File: src/rtl/lda_pkg.sv
// Shared types and width helpers for the line-drawing engine.
package lda_pkg;

    typedef enum logic [2:0] {
        StIdle,
        StSteep,
        StOrder,
        StInit,
        StDraw,
        StDone
    } lda_state_e;

    function automatic int unsigned coord_width(input int unsigned xw, input int unsigned yw);
        return (xw > yw) ? xw : yw;
    endfunction

    // Two extra bits keep err - dy and err + dx in range for any endpoints.
    function automatic int unsigned err_width(input int unsigned xw, input int unsigned yw);
        return coord_width(xw, yw) + 2;
    endfunction

endpackage

File: src/rtl/lda_engine_if.sv
// Command and pixel channels of the line-drawing engine.
interface lda_engine_if #(
    parameter int unsigned XW = 9,
    parameter int unsigned YW = 8,
    parameter int unsigned CW = 3
);
    logic          i_cmd_valid;
    logic          o_cmd_ready;
    logic [XW-1:0] i_x0;
    logic [XW-1:0] i_x1;
    logic [YW-1:0] i_y0;
    logic [YW-1:0] i_y1;
    logic [CW-1:0] i_color;
    logic          i_abort;
    logic          o_pix_valid;
    logic          i_pix_ready;
    logic [XW-1:0] o_pix_x;
    logic [YW-1:0] o_pix_y;
    logic [CW-1:0] o_pix_color;
    logic          o_busy;
    logic          o_done;

    modport master (
        output i_cmd_valid, i_x0, i_x1, i_y0, i_y1, i_color, i_abort, i_pix_ready,
        input  o_cmd_ready, o_pix_valid, o_pix_x, o_pix_y, o_pix_color, o_busy, o_done
    );

    modport slave (
        input  i_cmd_valid, i_x0, i_x1, i_y0, i_y1, i_color, i_abort, i_pix_ready,
        output o_cmd_ready, o_pix_valid, o_pix_x, o_pix_y, o_pix_color, o_busy, o_done
    );
endinterface

File: src/rtl/lda_step.sv
// Bresenham datapath: endpoint swap, ordering, delta setup and error stepping.
module lda_step
    import lda_pkg::*;
#(
    parameter int unsigned XW = 9,
    parameter int unsigned YW = 8
) (
    input  logic          i_clk,
    input  logic          i_reset,
    input  logic          i_load,
    input  logic [XW-1:0] i_x0,
    input  logic [XW-1:0] i_x1,
    input  logic [YW-1:0] i_y0,
    input  logic [YW-1:0] i_y1,
    input  logic          i_steep_en,
    input  logic          i_order_en,
    input  logic          i_init_en,
    input  logic          i_step_en,
    output logic [XW-1:0] o_pix_x,
    output logic [YW-1:0] o_pix_y,
    output logic          o_last
);
    localparam int unsigned CoordW = coord_width(XW, YW);
    localparam int unsigned ErrW   = err_width(XW, YW);

    logic [CoordW-1:0] x0_q, y0_q, x1_q, y1_q;
    logic [CoordW-1:0] x_q, y_q, dx_q, dy_q;
    logic signed [ErrW-1:0] err_q;
    logic steep_q, yneg_q;

    logic [CoordW-1:0] adx, ady, dx_init;
    logic steep_now;
    logic signed [ErrW-1:0] err_sub, err_add;

    always_comb begin
        adx       = (x1_q >= x0_q) ? (x1_q - x0_q) : (x0_q - x1_q);
        ady       = (y1_q >= y0_q) ? (y1_q - y0_q) : (y0_q - y1_q);
        steep_now = ady > adx;
        dx_init   = x1_q - x0_q;
        err_sub   = err_q - $signed({2'b00, dy_q});
        err_add   = err_sub + $signed({2'b00, dx_q});
    end

    always_ff @(posedge i_clk or posedge i_reset) begin
        if (i_reset) begin
            x0_q    <= '0;
            y0_q    <= '0;
            x1_q    <= '0;
            y1_q    <= '0;
            x_q     <= '0;
            y_q     <= '0;
            dx_q    <= '0;
            dy_q    <= '0;
            err_q   <= '0;
            steep_q <= 1'b0;
            yneg_q  <= 1'b0;
        end else if (i_load) begin
            x0_q    <= CoordW'(i_x0);
            x1_q    <= CoordW'(i_x1);
            y0_q    <= CoordW'(i_y0);
            y1_q    <= CoordW'(i_y1);
            steep_q <= 1'b0;
        end else if (i_steep_en) begin
            steep_q <= steep_now;
            if (steep_now) begin
                x0_q <= y0_q;
                y0_q <= x0_q;
                x1_q <= y1_q;
                y1_q <= x1_q;
            end
        end else if (i_order_en) begin
            // Walk always runs with increasing x, so the endpoints may be reversed.
            if (x0_q > x1_q) begin
                x0_q <= x1_q;
                x1_q <= x0_q;
                y0_q <= y1_q;
                y1_q <= y0_q;
            end
        end else if (i_init_en) begin
            dx_q   <= dx_init;
            dy_q   <= ady;
            yneg_q <= !(y0_q < y1_q);
            err_q  <= $signed({2'b00, dx_init >> 1});
            x_q    <= x0_q;
            y_q    <= y0_q;
        end else if (i_step_en) begin
            x_q <= x_q + CoordW'(1);
            if (err_sub[ErrW-1]) begin
                y_q   <= yneg_q ? (y_q - CoordW'(1)) : (y_q + CoordW'(1));
                err_q <= err_add;
            end else begin
                err_q <= err_sub;
            end
        end
    end

    assign o_pix_x = steep_q ? y_q[XW-1:0] : x_q[XW-1:0];
    assign o_pix_y = steep_q ? x_q[YW-1:0] : y_q[YW-1:0];
    assign o_last  = (x_q == x1_q);

endmodule

File: src/rtl/lda_engine.sv
// Line-drawing engine: command/abort FSM around the lda_step datapath.
module lda_engine
    import lda_pkg::*;
#(
    parameter int unsigned XW = 9,
    parameter int unsigned YW = 8,
    parameter int unsigned CW = 3
) (
    input  logic         i_clk,
    input  logic         i_reset,
    lda_engine_if.slave  bus
);
    lda_state_e state_q, state_d;
    logic [CW-1:0] color_q;
    logic accept, pix_hs, last;
    logic steep_en, order_en, init_en, step_en;

    assign accept = bus.i_cmd_valid && (state_q == StIdle);
    assign pix_hs = (state_q == StDraw) && bus.i_pix_ready;

    always_comb begin
        state_d  = state_q;
        steep_en = 1'b0;
        order_en = 1'b0;
        init_en  = 1'b0;
        step_en  = 1'b0;
        case (state_q)
            StIdle:  if (accept) state_d = StSteep;
            StSteep: begin
                steep_en = 1'b1;
                state_d  = StOrder;
            end
            StOrder: begin
                order_en = 1'b1;
                state_d  = StInit;
            end
            StInit: begin
                init_en = 1'b1;
                state_d = StDraw;
            end
            StDraw: begin
                if (pix_hs) begin
                    if (last) state_d = StDone;
                    else      step_en = 1'b1;
                end
            end
            StDone:  state_d = StIdle;
            default: state_d = StIdle;
        endcase
        // Abort wins over any handshake and freezes the datapath.
        if (state_q != StIdle && bus.i_abort) begin
            state_d  = StIdle;
            steep_en = 1'b0;
            order_en = 1'b0;
            init_en  = 1'b0;
            step_en  = 1'b0;
        end
    end

    always_ff @(posedge i_clk or posedge i_reset) begin
        if (i_reset) begin
            state_q <= StIdle;
            color_q <= '0;
        end else begin
            state_q <= state_d;
            if (accept) color_q <= bus.i_color;
        end
    end

    lda_step #(
        .XW (XW),
        .YW (YW)
    ) u_step (
        .i_clk      (i_clk),
        .i_reset    (i_reset),
        .i_load     (accept),
        .i_x0       (bus.i_x0),
        .i_x1       (bus.i_x1),
        .i_y0       (bus.i_y0),
        .i_y1       (bus.i_y1),
        .i_steep_en (steep_en),
        .i_order_en (order_en),
        .i_init_en  (init_en),
        .i_step_en  (step_en),
        .o_pix_x    (bus.o_pix_x),
        .o_pix_y    (bus.o_pix_y),
        .o_last     (last)
    );

    assign bus.o_cmd_ready = (state_q == StIdle);
    assign bus.o_pix_valid = (state_q == StDraw);
    assign bus.o_busy      = (state_q != StIdle);
    assign bus.o_done      = (state_q == StDone);
    assign bus.o_pix_color = color_q;

endmodule

File: src/flat_wrapper.sv
// flat-port wrapper written by rule: the top's interface ports become plain ports
module lda_engine_flat import lda_pkg::*;
#(
    parameter int unsigned XW = 9,
    parameter int unsigned YW = 8,
    parameter int unsigned CW = 3
)
  (i_clk, i_reset, bus_i_cmd_valid, bus_i_x0, bus_i_x1, bus_i_y0, bus_i_y1, bus_i_color, bus_i_abort, bus_i_pix_ready, bus_o_cmd_ready, bus_o_pix_valid, bus_o_pix_x, bus_o_pix_y, bus_o_pix_color, bus_o_busy, bus_o_done);
  lda_engine_if #(.XW(XW), .YW(YW), .CW(CW)) bus_i ();
  input  logic i_clk;
  input  logic i_reset;
  input wire logic [$bits(bus_i.i_cmd_valid)-1:0] bus_i_cmd_valid;
  input wire logic [$bits(bus_i.i_x0)-1:0] bus_i_x0;
  input wire logic [$bits(bus_i.i_x1)-1:0] bus_i_x1;
  input wire logic [$bits(bus_i.i_y0)-1:0] bus_i_y0;
  input wire logic [$bits(bus_i.i_y1)-1:0] bus_i_y1;
  input wire logic [$bits(bus_i.i_color)-1:0] bus_i_color;
  input wire logic [$bits(bus_i.i_abort)-1:0] bus_i_abort;
  input wire logic [$bits(bus_i.i_pix_ready)-1:0] bus_i_pix_ready;
  output wire logic [$bits(bus_i.o_cmd_ready)-1:0] bus_o_cmd_ready;
  output wire logic [$bits(bus_i.o_pix_valid)-1:0] bus_o_pix_valid;
  output wire logic [$bits(bus_i.o_pix_x)-1:0] bus_o_pix_x;
  output wire logic [$bits(bus_i.o_pix_y)-1:0] bus_o_pix_y;
  output wire logic [$bits(bus_i.o_pix_color)-1:0] bus_o_pix_color;
  output wire logic [$bits(bus_i.o_busy)-1:0] bus_o_busy;
  output wire logic [$bits(bus_i.o_done)-1:0] bus_o_done;
  assign bus_i.i_cmd_valid = bus_i_cmd_valid;
  assign bus_i.i_x0 = bus_i_x0;
  assign bus_i.i_x1 = bus_i_x1;
  assign bus_i.i_y0 = bus_i_y0;
  assign bus_i.i_y1 = bus_i_y1;
  assign bus_i.i_color = bus_i_color;
  assign bus_i.i_abort = bus_i_abort;
  assign bus_i.i_pix_ready = bus_i_pix_ready;
  assign bus_o_cmd_ready = bus_i.o_cmd_ready;
  assign bus_o_pix_valid = bus_i.o_pix_valid;
  assign bus_o_pix_x = bus_i.o_pix_x;
  assign bus_o_pix_y = bus_i.o_pix_y;
  assign bus_o_pix_color = bus_i.o_pix_color;
  assign bus_o_busy = bus_i.o_busy;
  assign bus_o_done = bus_i.o_done;
  lda_engine #(.XW(XW), .YW(YW), .CW(CW)) u_core (.i_clk(i_clk), .i_reset(i_reset), .bus(bus_i));
endmodule
File: config.mk
export PLATFORM = sky130hd
export DESIGN_NAME = lda_engine_flat
export DESIGN_NICKNAME = d
export VERILOG_FILES = /design/src/rtl/lda_pkg.sv /design/src/rtl/lda_engine_if.sv /design/src/rtl/lda_step.sv /design/src/rtl/lda_engine.sv /design/src/flat_wrapper.sv
export SDC_FILE = /design/constraint.sdc
export NUM_CORES = 1
export LEC_CHECK = 0
export CAP_MARGIN = 20
export CELL_PAD_IN_SITES_DETAIL_PLACEMENT = 0
export CELL_PAD_IN_SITES_GLOBAL_PLACEMENT = 2
export CORE_ASPECT_RATIO = 1.5
export CORE_MARGIN = 2
export CORE_UTILIZATION = 39
export DETAILED_ROUTE_END_ITERATION = 12
export PLACE_DENSITY = 0.86
export SETUP_SLACK_MARGIN = 0.02
export SKIP_CTS_REPAIR_TIMING = 1
export SYNTH_ARGS = -nofsm -noshare
export SYNTH_HDL_FRONTEND = slang
export SYNTH_SLANG_ARGS = --single-unit
File: constraint.sdc
create_clock -name i_clk -period 12.8 [get_ports i_clk]
set_input_delay 1.92 -clock i_clk [delete_from_list [all_inputs] [get_ports i_clk]]
set_output_delay 1.92 -clock i_clk [all_outputs]
set_load 0.02 [all_outputs]
==> results.txt, run 1 <==
Mapped Area: 7650 um^2
Synth Instances: 938
Syn Area/Cell: 8.16 um^2
Fill count: 1983
CTS buffer count: 9
Min Hold Slack: 0.483 ns
DR vias: 6692
Die Wd: 118 um
Unrepaired setup endpoints after global routing: false
Gr usage total: 23.0%
Root buffer cell: clkbuf_16
Dpl ws: 7.79 ns
Synth Net Count: 1058
Reg area: 2280 um^2
TritonRoute pass-1 iters: 5
Largest net degree at the start of global routing: 75
Core Area: 19200 um^2
Post-synthesis sequential area ratio: 29.8%
DP HPWL: 18400 um
Post-synthesis cell type count: 60
Mux cell area share after synthesis: 6.56%
Clock sink count: 91
Main synth FF type: dfrtp_1
Top-area cell type share of the netlist area: 29.8%
Synth Area in Compound Gates: 19.7%
Iteration-0 DRC Markers: 336
Worst Path Arrival: 5.36 ns
Cells on Worst Hold Path: 2
Htree depth: 3
Worst-Skew Late Latency: 0.35 ns
Max Freq: 196 MHz
Post-route minimum period: 5.10 ns
HP Class: register to register
Die area: 20800 um^2
Final slew viol count: 0
Synth warn: 0
Multi-input gate area: 4930 um^2
Rows: 62
Main combinational cell family by area after synthesis: compound AO/OA/AOI/OAI gates
Starting Density: 39.8%
Die H: 176 um
Setup TNS: 0 ns
Final Setup Violations: 0
Clk slew on worst S/H paths: 0.08 ns
Yosys reg bits: 91
Vias in the first global route: 6765
Initial antenna violation count: 0
Critical path class: register to register
Post-Layout Inst Area: 8830 um^2
Max-cap violations: 0
Max Clock Skew: 0.0104 ns
Routed wire length: 23500 um
IO buf count: 65
Share of layout cells above drive strength 1: 6.26%
Worst-path fanout max: 72
Boundary Pins: 66
Req. time, crit path: 13.06 ns
Worst-Margin Slew: 0.970 ns
ANT nets after route: 0
Drt wl/cell: 19.1 um
Final global-route overflow total: 0
Cells on worst reg2reg path: 17
Adder-cell share of the synthesized area: 13.4%
Final Hold Viols: 0
Post-DP Area: 8510 um^2
Via-to-Cell Ratio: 5.44
Critical path endpoint category: register
Fin nets: 1089
Longest Clk Path Bufs: 2
Setup WS post-layout: 7.70 ns
Post-synth EDFFs: 0
Routability Congestion: 0.939
Most area-consuming cells after synthesis: dfrtp_1 30%, ha_1 12%, nor2_1 5.6%, a21oi_1 4.9%, xnor2_1 4.8%
Area grow syn2layout: 15.4%
Yosys top cell by area: dfrtp_1
Launching element type of the critical path: register
Diodes inserted: 0
Tcrit/Tclk final: 39.9%
Post-synthesis simple-gate area fraction: 17.5%
Ys async rst share: 100%
CTS tree: yes
DRC: 0
Post-synthesis xor/xnor area fraction: 6.74%
Slew HR: 35.3%
Status: completed
First-pass GRT wire length: 37300 um
## placed cells by master, fill, tap and decap left out, types with 10 or more instances in the layout
cell type        instances
a21o_1                  10
mux2_2                  25
nand3_1                 20
nor3_1                  48
nand2_1                 79
ha_1                    71
a211oi_1                44
inv_1                   74
dfrtp_1                 91
a21oi_1                 75
nor2_1                 114
xor2_1                  15
o21ai_0                 50
clkdlybuf4s50_1         65
xnor2_1                 42
mux2i_1                 22
## cell type report
cell class | count | area share (%)
Clock buffer | 9 | 2.55
Clock inverter | 7 | 1.06
Inverter | 75 | 3.22
Multi-Input combinational cell | 720 | 55.8
Sequential cell | 91 | 25.8
Tap cell | 256 | 3.63
Timing Repair Buffer | 72 | 7.96
## path summary, 6_finish.rpt
path                                                       startpoint                                    end  slack, ns
max in group asynchronous                                     i_reset       u_core.u_step.y_q[5]$_DFFE_PP0P_       9.72
worst max register to register      u_core.u_step.x0_q[6]$_DFFE_PP0P_      u_core.u_step.y0_q[6]$_DFFE_PP0P_       7.70
worst min register to register  u_core.bus.o_pix_color[1]$_DFFE_PP0P_  u_core.bus.o_pix_color[1]$_DFFE_PP0P_       0.48
worst max-delay path                u_core.u_step.x0_q[6]$_DFFE_PP0P_      u_core.u_step.y0_q[6]$_DFFE_PP0P_       7.70
worst min-delay path            u_core.bus.o_pix_color[1]$_DFFE_PP0P_  u_core.bus.o_pix_color[1]$_DFFE_PP0P_       0.48
min in group asynchronous                                     i_reset      u_core.u_step.dx_q[0]$_DFFE_PP0P_       1.93
## synth_stat cells, types with 5 or more instances
cell type and count:
o21bai_1 5, clkbuf_1 40, xor2_1 15, nor2_1 114
a21oi_1 75, mux2i_1 22, nand3_1 20, nor3_1 48
inv_1 75, a21o_1 10, fa_1 7, nand2_1 79
dfrtp_1 91, nor2b_1 7, o211ai_1 7, nand2b_1 5
buf_2 8, xnor2_1 42, nand4_1 9, a211oi_1 44
o21ai_0 50, mux2_2 25, o21a_1 8, ha_1 71
## sequential cells by signal (all words and copies together), names as in the netlist
name                    count
u_core.u_step.err_q        11
u_core.u_step.dx_q          9
u_core.u_step.dy_q          9
u_core.u_step.x0_q          9
u_core.u_step.x1_q          9
u_core.u_step.x_q           9
u_core.u_step.y0_q          9
u_core.u_step.y1_q          9
u_core.u_step.y_q           9
u_core.bus.o_pix_color      3
u_core.state_q              3
u_core.u_step.steep_q       1
u_core.u_step.yneg_q        1
## worst max-delay path: stages (launching register included)
cell      delay, ns
dfrtp_1        0.47
inv_1          0.18
ha_1           0.47
nand4_1        0.23
nor3_1         0.14
a211o_1        0.34
a31oi_2        0.53
mux2i_1        0.32
xnor2_1        0.16
ha_1           0.33
nand3_1        0.12
o221ai_1       0.26
nor2_1         0.06
a211o_1        0.34
o31ai_4        0.07
buf_4          0.59
nor3_1         0.09
a211oi_1       0.26
## metrics by stage
stage               utilization [%]  cells
floorplan                         -    938
global placement               44.3   1214
detailed placement             44.3   1214
CTS                            45.9   1230
global route                   45.9   1230
finish                         45.9   1230
## logic make-up (layout without fill, tap and decap cells)
logic type / count (synthesis) / after routing
and+or+nand+nor: 303 / 303
AOI/OAI and AO/OA: 234 / 234
buffers and inverters: 127 / 163
DFF: 91 / 91
adders and majority gates: 78 / 78
xor gates and xnor gates: 58 / 58
muxes: 47 / 47
## metal layers
layer	vias to the layer above	global-route usage, %	wire (um)
li1	3334	-	-
met1	3173	27.9	9970
met2	139	40.9	11900
met3	46	2.73	673
met4	0	10.3	1040
met5	-	0	0
Power of run 1 is left out: the tool's default activity adds up to more than one toggle a clock period on the data nets, which glitch-free logic cannot reach.
==> inputs of run 2 (changes only) <==
--- a/config.mk
+++ b/config.mk
@@ -10,9 +10,9 @@
 export CELL_PAD_IN_SITES_GLOBAL_PLACEMENT = 2
 export CORE_ASPECT_RATIO = 1.5
 export CORE_MARGIN = 2
-export CORE_UTILIZATION = 39
+export CORE_UTILIZATION = 32
 export DETAILED_ROUTE_END_ITERATION = 12
-export PLACE_DENSITY = 0.86
+export PLACE_DENSITY = 0.75
 export SETUP_SLACK_MARGIN = 0.02
 export SKIP_CTS_REPAIR_TIMING = 1
 export SYNTH_ARGS = -nofsm -noshare
==> constraint.sdc (replaced) <==
create_clock -name i_clk -period 4.3 [get_ports i_clk]
set_input_delay 0.645 -clock i_clk [delete_from_list [all_inputs] [get_ports i_clk]]
set_output_delay 0.645 -clock i_clk [all_outputs]
set_load 0.02 [all_outputs]
==> run 2 against run 1 <==
Compared with the run above: hold slack worse by 0.0025 ns; final cell count increased by 11%; flip-flop and latch count did not move; core utilization decreased by 5.2 points; non-clock buffer count rose by 73; count of clock-buffer cells in the layout rose by 4; highest routed layer unchanged.
==> results.txt, run 2 (synthesis results as in run 1) <==
Share of layout cells above drive strength 1: 14.9%
IO buf count: 65
Htree depth: 3
RR Endpoint: u_core.u_step.x1_q[6]$_DFFE_PP0P_
ANT nets after route: 0
Boundary Pins: 66
Clk slew on worst S/H paths: 0.07 ns
Req. time, crit path: 4.57 ns
Setup TNS: 0 ns
Commonest non-fill, non-tap cell in the layout: nor2_1
DRC: 0
Core Area: 23600 um^2
Longest Clk Path Bufs: 2
Min Hold Slack: 0.480 ns
Largest register by flop count: u_core.u_step.err_q
Worst-Margin Slew: 0.945 ns
TritonRoute pass-1 iters: 5
Max FFs per register: 11
Max Freq: 243 MHz
Status: completed
CTS buffer count: 9
Drt wl/cell: 19.8 um
Worst-Skew Late Latency: 0.36 ns
Origin of the worst min-delay path: u_core.bus.o_pix_color[0]$_DFFE_PP0P_
Reg2reg start: u_core.u_step.x0_q[0]$_DFFE_PP0P_
Clock sink count: 91
Final slew viol count: 0
Largest net degree at the start of global routing: 74
Routability Congestion: 0.906
Final Hold Viols: 0
Most frequent cells in the layout: 113 x nor2_1, 87 x dfrtp_1, 79 x nand2_1
Gr usage total: 21.6%
Die H: 193 um
Vias in the first global route: 7128
Post-route minimum period: 4.12 ns
Routed wire length: 27000 um
Worst Path Arrival: 4.39 ns
Starting Density: 32.5%
Launching element type of the critical path: register
DP HPWL: 21400 um
Critical path endpoint category: register
Rows: 69
Slew HR: 37.0%
Fin nets: 1162
Initial antenna violation count: 0
DR vias: 7045
Cells on Worst Hold Path: 2
Tcrit/Tclk final: 95.9%
CTS tree: yes
Unrepaired setup endpoints after global routing: false
HP Class: register to register
Max-cap violations: 0
Root buffer cell: clkbuf_16
Cells on worst reg2reg path: 19
Final global-route overflow total: 0
Iteration-0 DRC Markers: 288
Hold endpoint: u_core.bus.o_pix_color[0]$_DFFE_PP0P_
Critical path class: register to register
First-pass GRT wire length: 40900 um
Max Clock Skew: 0.0141 ns
Die Wd: 130 um
Worst-path fanout max: 14
Via-to-Cell Ratio: 5.16
Area grow syn2layout: 25.5%
Final Setup Violations: 0
Die area: 25200 um^2
R2R Setup Slk: 0.18 ns
Diodes inserted: 0
## run 2: cell count changes in the layout (fill, tap and decap cells not counted), sizes merged
cell,change
buf,+71
bufinv,-1
clkbuf,+6
clkinvlp,+1
inv,-4
## run 2: cell type report
type | instances | area [um^2]
Sequential cell | 91 | 2280
Multi-Input combinational cell | 720 | 5040
Inverter | 75 | 284
Fill cell | 2418 | 14000
Clock inverter | 3 | 23.8
Timing Repair Buffer | 145 | 1330
Clock buffer | 13 | 250
Tap cell | 319 | 399
## run 2: worst max-delay path by stage
stage                                                  from                                 to  cells after the start
after floorplan           u_core.u_step.x0_q[1]$_DFFE_PP0P_  u_core.u_step.x0_q[0]$_DFFE_PP0P_                     18
after CTS                 u_core.u_step.x1_q[0]$_DFFE_PP0P_  u_core.u_step.y0_q[3]$_DFFE_PP0P_                     19
after global placement    u_core.u_step.y1_q[2]$_DFFE_PP0P_  u_core.u_step.x0_q[1]$_DFFE_PP0P_                     18
final                     u_core.u_step.x0_q[0]$_DFFE_PP0P_  u_core.u_step.x1_q[6]$_DFFE_PP0P_                     19
after global routing      u_core.u_step.x0_q[1]$_DFFE_PP0P_  u_core.u_step.x0_q[7]$_DFFE_PP0P_                     18
after detailed placement  u_core.u_step.y1_q[2]$_DFFE_PP0P_  u_core.u_step.y0_q[3]$_DFFE_PP0P_                     18
## run 2: per-layer routing
metal  vias to the layer above  wire length [um]  part of all wire, %  GRT usage [%]
li1                       3477                 -                    -              -
met1                      3387             10700                   40           24.9
met2                       128             14200                   53           39.0
met3                        53               641                  2.4           2.24
met4                         0              1420                  5.3           10.4
met5                         -                 0                    0              0
## run 2: through the flow
| step | worst slack (ns) | cells | cell area [um^2] | utilization (%) |
|---|---|---|---|---|
| 2_1_floorplan | 0.142 | 938 | 7650 | - |
| 3_3_place_gp | -0.0278 | 1342 | 9100 | 38.6 |
| 3_5_place_dp | 0.0124 | 1342 | 9100 | 38.6 |
| 4_1_cts | -0.00798 | 1358 | 9380 | 39.8 |
| 5_1_grt | 0.0103 | 1366 | 9610 | 40.8 |
| 6_report | 0.177 | 1366 | 9610 | 40.8 |
## run 2: worst max-delay path, stage by stage, from the launching register on
cell and delay (ns):
dfrtp_1 0.42, inv_1 0.11, ha_1 0.19, inv_1 0.06, fa_1 0.42, a21o_1 0.19, a21oi_2 0.21, nor2_1 0.06
a211oi_1 0.25, mux2i_1 0.13, xnor2_1 0.16, ha_1 0.30, nand3_1 0.12, buf_4 0.16, o31ai_2 0.25, a211o_1 0.22
o31ai_4 0.18, buf_4 0.21, clkbuf_16 0.17, a211oi_1 0.21
Power of run 2 is left out for the same reason.
